$ cat config.mk
export PLATFORM = sky130hd
export DESIGN_NAME = output_dense_stage
export DESIGN_NICKNAME = d
export VERILOG_FILES = /design/src/rtl/output_dense_stage_pkg.sv /design/src/rtl/output_dense_stage_fx_mac.sv /design/src/rtl/output_dense_stage.sv
export SDC_FILE = /design/constraint.sdc
export NUM_CORES = 2
export LEC_CHECK = 0
export CAP_MARGIN = 20
export CORE_AREA = 3 3 252 254
export CTS_BUF_LIST = sky130_fd_sc_hd__clkbuf_8 sky130_fd_sc_hd__clkbuf_16
export DETAILED_ROUTE_END_ITERATION = 16
export DIE_AREA = 0 0 255 257
export HOLD_SLACK_MARGIN = 0.08
export PLACE_DENSITY = 0.65
export SETUP_SLACK_MARGIN = 0.5
export SLEW_MARGIN = 15
export SYNTH_ARGS = -nofsm -noshare
export SYNTH_HDL_FRONTEND = slang
export SYNTH_HIERARCHICAL = 1
export SYNTH_SLANG_ARGS = --single-unit
export TNS_END_PERCENT = 10
$ cat constraint.sdc
create_clock -name clock -period 8.3 [get_ports clock]
set_clock_uncertainty 0.05 [all_clocks]
set_input_delay 2.075 -clock clock [delete_from_list [all_inputs] [get_ports clock]]
set_output_delay 2.075 -clock clock [all_outputs]
set_load 0.02 [all_outputs]
$ cat src/rtl/output_dense_stage_pkg.sv
// Shared fixed-point constants, FSM encoding and saturation helper for the dense output stage.
package output_dense_stage_pkg;

   localparam int QN       = 6;
   localparam int QM       = 11;
   localparam int BITWIDTH = QN + QM + 1;
   localparam int SAT_W    = 64;

   localparam longint SAT_MAX = (64'sd1 <<< (BITWIDTH - 1)) - 64'sd1;
   localparam longint SAT_MIN = -(64'sd1 <<< (BITWIDTH - 1));

   typedef enum logic [1:0] {
      IDLE = 2'd0,
      MAC  = 2'd1,
      OUT  = 2'd2
   } state_t;

   function automatic int clog2(input int v);
      int r;
      r = 0;
      while ((1 << r) < v) r = r + 1;
      return r;
   endfunction

   // Input must already be scaled back to Q(QN).(QM) and sign-extended to SAT_W.
   function automatic logic signed [BITWIDTH-1:0] sat_to_bitwidth(input logic signed [SAT_W-1:0] v);
      if (v > SAT_MAX) return BITWIDTH'(SAT_MAX);
      if (v < SAT_MIN) return BITWIDTH'(SAT_MIN);
      return v[BITWIDTH-1:0];
   endfunction

endpackage

$ cat src/rtl/output_dense_stage_fx_mac.sv
// Registered signed multiply-accumulate with synchronous load; load wins over accumulate.
module fx_mac #(
   parameter int IN_W  = 18,
   parameter int ACC_W = 40
) (
   input  logic                    clock,
   input  logic                    reset,
   input  logic                    i_load,
   input  logic signed [ACC_W-1:0] i_load_val,
   input  logic                    i_en,
   input  logic signed [IN_W-1:0]  i_a,
   input  logic signed [IN_W-1:0]  i_b,
   output logic signed [ACC_W-1:0] o_acc
);

   logic signed [2*IN_W-1:0] w_prod;
   logic signed [ACC_W-1:0]  r_acc;

   assign w_prod = i_a * i_b;
   assign o_acc  = r_acc;

   always_ff @(posedge clock or posedge reset) begin
      if (reset) begin
         r_acc <= '0;
      end else if (i_load) begin
         r_acc <= i_load_val;
      end else if (i_en) begin
         r_acc <= r_acc + ACC_W'(w_prod);
      end
   end

endmodule

$ cat src/rtl/output_dense_stage.sv
// Single-neuron dense output: captures the hidden vector on start, one MAC per cycle,
// then saturates to Q(QN).(QM) and strobes outValid; start while busy is dropped.
module output_dense_stage
   import output_dense_stage_pkg::*;
#(
   parameter  int HIDDEN_SZ      = 8,
   localparam int LAYER_BITWIDTH = BITWIDTH * HIDDEN_SZ
) (
   input  logic                       clock,
   input  logic                       reset,
   input  logic                       start,
   input  logic [LAYER_BITWIDTH-1:0]  hiddenVec,
   input  logic [LAYER_BITWIDTH-1:0]  weightVec,
   input  logic signed [BITWIDTH-1:0] bias,
   output logic                       busy,
   output logic                       outValid,
   output logic signed [BITWIDTH-1:0] outData
);

   localparam int IDX_W        = clog2(HIDDEN_SZ);
   localparam int ACC_BITWIDTH = 2 * BITWIDTH + IDX_W + 1;

   state_t                     r_state;
   state_t                     w_next;
   logic [IDX_W-1:0]           r_idx;
   logic [LAYER_BITWIDTH-1:0]  r_hid;
   logic                       r_vld;
   logic signed [BITWIDTH-1:0] r_out;

   logic                           w_load;
   logic                           w_mac_en;
   logic                           w_emit;
   logic signed [BITWIDTH-1:0]     w_h;
   logic signed [BITWIDTH-1:0]     w_w;
   logic signed [ACC_BITWIDTH-1:0] w_bias_ext;
   logic signed [ACC_BITWIDTH-1:0] w_acc;
   logic signed [ACC_BITWIDTH-1:0] w_acc_shr;

   always_comb begin
      w_next   = r_state;
      w_load   = 1'b0;
      w_mac_en = 1'b0;
      w_emit   = 1'b0;
      case (r_state)
         IDLE: begin
            if (start) begin
               w_load = 1'b1;
               w_next = MAC;
            end
         end
         MAC: begin
            w_mac_en = 1'b1;
            if (r_idx == IDX_W'(HIDDEN_SZ - 1)) w_next = OUT;
         end
         OUT: begin
            w_emit = 1'b1;
            w_next = IDLE;
         end
         default: w_next = IDLE;
      endcase
   end

   assign w_h        = r_hid[r_idx*BITWIDTH +: BITWIDTH];
   assign w_w        = weightVec[r_idx*BITWIDTH +: BITWIDTH];
   // Bias is pre-scaled so the accumulator stays in Q(2*QM) alongside the products.
   assign w_bias_ext = ACC_BITWIDTH'(bias) <<< QM;
   assign w_acc_shr  = w_acc >>> QM;

   fx_mac #(
      .IN_W  (BITWIDTH),
      .ACC_W (ACC_BITWIDTH)
   ) u_mac (
      .clock      (clock),
      .reset      (reset),
      .i_load     (w_load),
      .i_load_val (w_bias_ext),
      .i_en       (w_mac_en),
      .i_a        (w_h),
      .i_b        (w_w),
      .o_acc      (w_acc)
   );

   always_ff @(posedge clock or posedge reset) begin
      if (reset) begin
         r_state <= IDLE;
         r_idx   <= '0;
         r_hid   <= '0;
         r_vld   <= 1'b0;
         r_out   <= '0;
      end else begin
         r_state <= w_next;
         r_vld   <= w_emit;
         if (w_load) begin
            r_hid <= hiddenVec;
            r_idx <= '0;
         end else if (w_mac_en) begin
            r_idx <= r_idx + IDX_W'(1);
         end
         if (w_emit) r_out <= sat_to_bitwidth(SAT_W'(w_acc_shr));
      end
   end

   assign busy     = (r_state != IDLE);
   assign outValid = r_vld;
   assign outData  = r_out;

endmodule

-- Word level (Yosys, flattened, before mapping)
Cells that the tools add are included.
- shift-type cells: 2
- bitwise operators: 0
- equal/unequal tests: 5
- muxes and demuxes: 20
- order comparisons: 2
- reductions and logical operators: 4
- divide/modulo/power cells: 0
- multiply operators: 2
- add/sub/neg operators: 2
- operator list (cell ; number):
    144-bit by 9-bit indexed part select with 18-bit output ; 2
    40-bit 2-to-1 mux ; 2
    18-bit 2-to-1 mux ; 4
    40-bit by 36-bit adder with 40-bit output ; 1
    18-bit by 18-bit multiplier with 36-bit output ; 1
    29-bit by 18-bit > comparator with 1-bit output (second input constant) ; 1
    29-bit by 18-bit less-than comparator with 1-bit output (second input constant) ; 1
    1-bit 2-to-1 mux ; 9
    3-bit by 4-bit multiplier with 7-bit output (second input constant) ; 1
    3-bit 2-to-1 mux ; 2
    2-bit 2-to-1 mux ; 2
    2-bit inequality test (second input constant) ; 2
    2-bit case mux with 2 select lines ; 1
    2-bit nonzero test ; 2
    3-bit by 1-bit adder with 3-bit output (second input constant) ; 1
    3-bit == test (second input constant) ; 1
    2-bit by 1-bit == test with 1-bit output (second input constant) ; 1
    2-bit == test (second input constant) ; 1
    2-bit zero test ; 1
    2-bit AND reduction ; 1
- memory bits (writable): 0
- bits in read-only memories: 0
- memories: 0
- input port bits: 309
- output and inout port bits: 20
- logic and storage cells: 43
- bits in registers: 208
- latch bits: 0

-- Logic depth before layout (Yosys ltp)
- depth after elaboration: 7
- depth in mapped cells: 30
- mapped depth without buffers: 26

-- Cells and area by module
Netlist, hierarchy kept.
- by module, submodules not included (module ; seq. area each (um^2) ; area an instance (um^2) ; instances ; cells an instance):
    fx_mac ; 1001.0 ; 15940.3 ; 1 ; 1722
    output_dense_stage ; 4204.0 ; 8521.9 ; 1 ; 546

-- Worst setup path after synthesis
OpenSTA, ideal clock, no wires.
- path kind: input to register
- from: input weightVec[126]
- to: register u_mac.r_acc[37], in the netlist u_mac/o_acc[37]
- path slack: -0.967 ns
- buffers on the path: 2
- setup time: 0.126 ns
- arrival: 9.091 ns
- required time: 8.124 ns
- stages: 25
- path through: mux4_2 > mux2_2 > clkbuf_1 > nand2_1 > inv_1 > fa_1 > fa_1 > fa_1 > fa_1 > fa_1 > inv_1 > fa_1 > inv_1 > ha_1 > ha_1 > clkbuf_1 > nand4_1 > nor3_1 > nand2_1 > a2bb2oi_1 > nand4_2 > a31oi_2 > a21oi_1 > xor2_1 > a221o_1
- word-level cells in the longest chain between the ends: 5
- ends and longest elaborated chain (what ; RTL line ; text):
    from (decl) ; output_dense_stage.sv:13 ; input logic [LAYER_BITWIDTH-1:0] weightVec,
    144-bit by 9-bit indexed part select with 18-bit output ; output_dense_stage.sv:64 ; assign w_w = weightVec[r_idx*BITWIDTH +: BITWIDTH];
    via w_w[0] ; output_dense_stage.sv:34 ; logic signed [BITWIDTH-1:0] w_w;
    18-bit by 18-bit multiplier with 36-bit output ; output_dense_stage_fx_mac.sv:19 ; assign w_prod = i_a * i_b;
    40-bit by 36-bit adder with 40-bit output ; output_dense_stage_fx_mac.sv:28 ; r_acc <= r_acc + ACC_W'(w_prod);
    40-bit 2-to-1 mux ; output_dense_stage_fx_mac.sv:27 ; end else if (i_en) begin
    40-bit 2-to-1 mux ; output_dense_stage_fx_mac.sv:25 ; end else if (i_load) begin
    to (signal assigned) ; output_dense_stage_fx_mac.sv:26 ; r_acc <= i_load_val;
    to (signal assigned) ; output_dense_stage_fx_mac.sv:28 ;
    to (decl) ; output_dense_stage_fx_mac.sv:17 ; logic signed [ACC_W-1:0] r_acc;
The timed path passes the listed nets, and every way through them passes these cells. The select of a mux whose other input is x is not followed.
A chain may end at the register's enable or synchronous reset.

-- Final worst setup path
- from: input weightVec[14]
- to: register u_mac.r_acc[38], in the netlist u_mac/o_acc[38]
The elaborated chain is that of the path after synthesis.

==> impl_metrics.ini <==
[sta]
tightest_slew_ps = 1070
setup-tns-final_ps = -1760
slew_viol_final = 0
finalWorstSetupSlack_ps = -268
fin_crit_ps = 8570
finalSetupViolations = 14
finalCritPeriodShare_pct = 103
timing.fmax_mhz = 117
grt_setup_unrepaired = true
final_hold_viol_count = 0
slew_headroom_pct = 28.5

[final_layout]
num-nets-final = 3575
final_cell_mix = 414 x inv_1, 347 x fa_1, 205 x dfrtp_1
drive_above_1_share_pct = 26.6
area_growth_pct = 30.2
final_common_cell = inv_1

[critical_path]
slowest_delay_ps = 550
worstSetupStartpointType = primary input
cp-end-kind = register
critical_path.max_fanout = 2
path_cells = clkdlybuf4s15_1 -> mux4_2 -> mux2_4 -> and2_4 -> fa_1 -> inv_1 -> fa_1 -> inv_1 -> fa_1 -> fa_1 -> fa_1 -> fa_1 -> fa_1 -> ha_4 -> and4_4 -> nand3_4 -> or3_4 -> nor3_4 -> nor4_2 -> buf_4 -> o211ai_1 -> a21oi_1 -> mux2i_1 -> a221o_1
cp_common_cell = fa_1
crit_slowest_cell = fa_1
cp.arrival_ps = 8980
crit_type = in -> reg
cp_data_required_time_ps = 8710

[synth]
ys_ff_latch = 208
synth-edff-count = 0
synth_cells = 2268
syn_area_sq_um = 24500
synthFlopType = dfrtp_1
ys_types = 66
synth_warnings = 6
async_flop_share_pct = 100
ys_seq_area_share_pct = 21.3
avgSynthCellArea_sq_um = 10.8

[cts]
cts_tree = yes
cts_inserted_buffers = 27
cts_buffer_depth = 3
clock_latency_ps = 580
clock_sinks = 208
cts-htree-levels = 1
clock-root-buffer = clkbuf_16
cts.clk_slew.worst_paths_ps = 60

[outcome]
violations = setup timing
status = finished, violations left

[place]
gp_congestion = 1.05
port_buffers = 328
hpwl_um = 58600

[drt]
drt-pass1-iter-count = 5
wl_per_cell_um = 20.6
drt_wl_total_um = 73500
num_vias = 18400
post-route-drc-count = 0
drt_iter0_markers = 968
routed_via_density = 5.15
drtAntennaViolNets = 0

[global_routing]
grt_pass1_wl_um = 115000
gr-total-overflow = 0
grt_pass1_vias = 20700
grt_use_total_pct = 22.8
grt_max_degree = 88
antenna_found_initial = 4

[die]
dieArea_sq_um = 65500
die_w_um = 255
start_util_pct = 39.8
fp.dieH_um = 257
core_area_sq_um = 61500
rows = 91
io_pins = 329

[min_path]
hp-class = reg -> reg

[run]
cap_violations = 0
-- cell usage after synthesis, types with 4 or more instances --
library cell / instances / area, sq um
nand3_1: 19 / 95.1
nor2_1: 63 / 236
o22ai_1: 18 / 113
mux2i_1: 24 / 240
ha_1: 123 / 1540
dfrtp_1: 208 / 5200
clkbuf_1: 81 / 304
o211ai_1: 7 / 52.6
nor3_1: 7 / 35.0
and3_1: 8 / 50.1
xnor2_1: 24 / 210
buf_1: 7 / 26.3
a2bb2oi_1: 5 / 43.8
and2_1: 160 / 1000
o21ai_1: 4 / 20.0
inv_1: 427 / 1600
fa_1: 384 / 7690
mux2_2: 182 / 2050
or3_1: 8 / 50.1
a21o_1: 11 / 82.6
a211o_1: 4 / 35.0
a221o_1: 5 / 50.1
o21a_1: 7 / 52.6
a21oi_1: 46 / 230
nand2b_1: 4 / 25.0
a211oi_1: 4 / 30.0
nand4_1: 8 / 50.1
o21ai_0: 66 / 330
mux4_2: 72 / 1620
o21bai_1: 10 / 75.1
nand2_1: 201 / 754
xor2_1: 9 / 78.8
buf_2: 22 / 110
-- state kept, by name, indices dropped and copies added, names as in the netlist --
| name | cells |
|---|---|
| outData | 18 |
| outValid | 1 |
| r_hid | 144 |
| r_idx | 3 |
| r_state | 2 |
| u_mac/o_acc | 40 |
-- final timing paths --
path / startpoint / endpoint / slack, ps / cells past startpoint
setup reg to reg: r_idx[0] / u_mac/o_acc[38] / 240 / 23
min in group asynchronous: reset / outData[11] / 1950 / 2
setup / recovery: weightVec[14] / u_mac/o_acc[38] / -270 / 24
hold / removal: r_hid[90] / r_hid[90] / 450 / 1
hold reg to reg: r_hid[90] / r_hid[90] / 450 / 1
max in group asynchronous: reset / r_hid[140] / 4850 / 3
-- metal layers --
metal | share of wire, % | GRT usage [%] | vias up
li1 | - | - | 8223
met1 | 38 | 27.7 | 9538
met2 | 53 | 40.7 | 485
met3 | 5.2 | 4.03 | 156
met4 | 3.9 | 7.90 | 4
met5 | 0.035 | 0 | -
-- stage by stage --
stage | instance area [sq um] | utilization [%] | instances | hold slack (ps) | setup slack, ps
finish | 31900 | 51.8 | 3572 | 451 | -268
global route | 31900 | 51.8 | 3571 | 464 | -436
CTS | 31700 | 51.6 | 3568 | 452 | -190
detailed placement | 30000 | 48.7 | 3475 | 438 | -1370
global placement | 30000 | 48.7 | 3475 | 434 | -1380
floorplan | 24700 | - | 2278 | 424 | -433
-- area by class of cell --
| cell class | count | area (sq um) |
|---|---|---|
| Fill cell | 5479 | 29600 |
| Multi-Input combinational cell | 1536 | 18100 |
| Sequential cell | 208 | 5210 |
| Timing Repair Buffer | 558 | 5000 |
| Inverter | 428 | 1630 |
| Tap cell | 790 | 988 |
| Clock buffer | 34 | 772 |
| Clock inverter | 16 | 130 |
| Antenna cell | 2 | 5.00 |
-- logic make-up after synthesis --
group | synth area share [%]
AOI/OAI and AO/OA | 5.32
xor gates and xnor gates | 1.18
adders and majority gates | 37.7
buffers and inverters | 8.44
DFF | 21.3
muxes | 16.0
other | 0.0153
and+or+nand+nor | 10.1
-- worst max-delay path, delay by kind of cell --
kind | cells | cell delay [ps]
mux | 3 | 920
buf+inv | 4 | 530
simple gates | 6 | 1120
fa+ha+maj | 8 | 3790
compound gates | 3 | 550
-- repair_timing --
action	4_1_cts	5_1_grt
setup endpoints to repair	31	30
hold endpoints to repair	0	0
hold buffers	0	0
gates cloned	8	0
buffers inserted	35	2
pin swaps	146	18
resized for setup	445	21
Power is not shown: default switching activity piles up to over one toggle a cycle in this logic, so the estimate is an artifact.
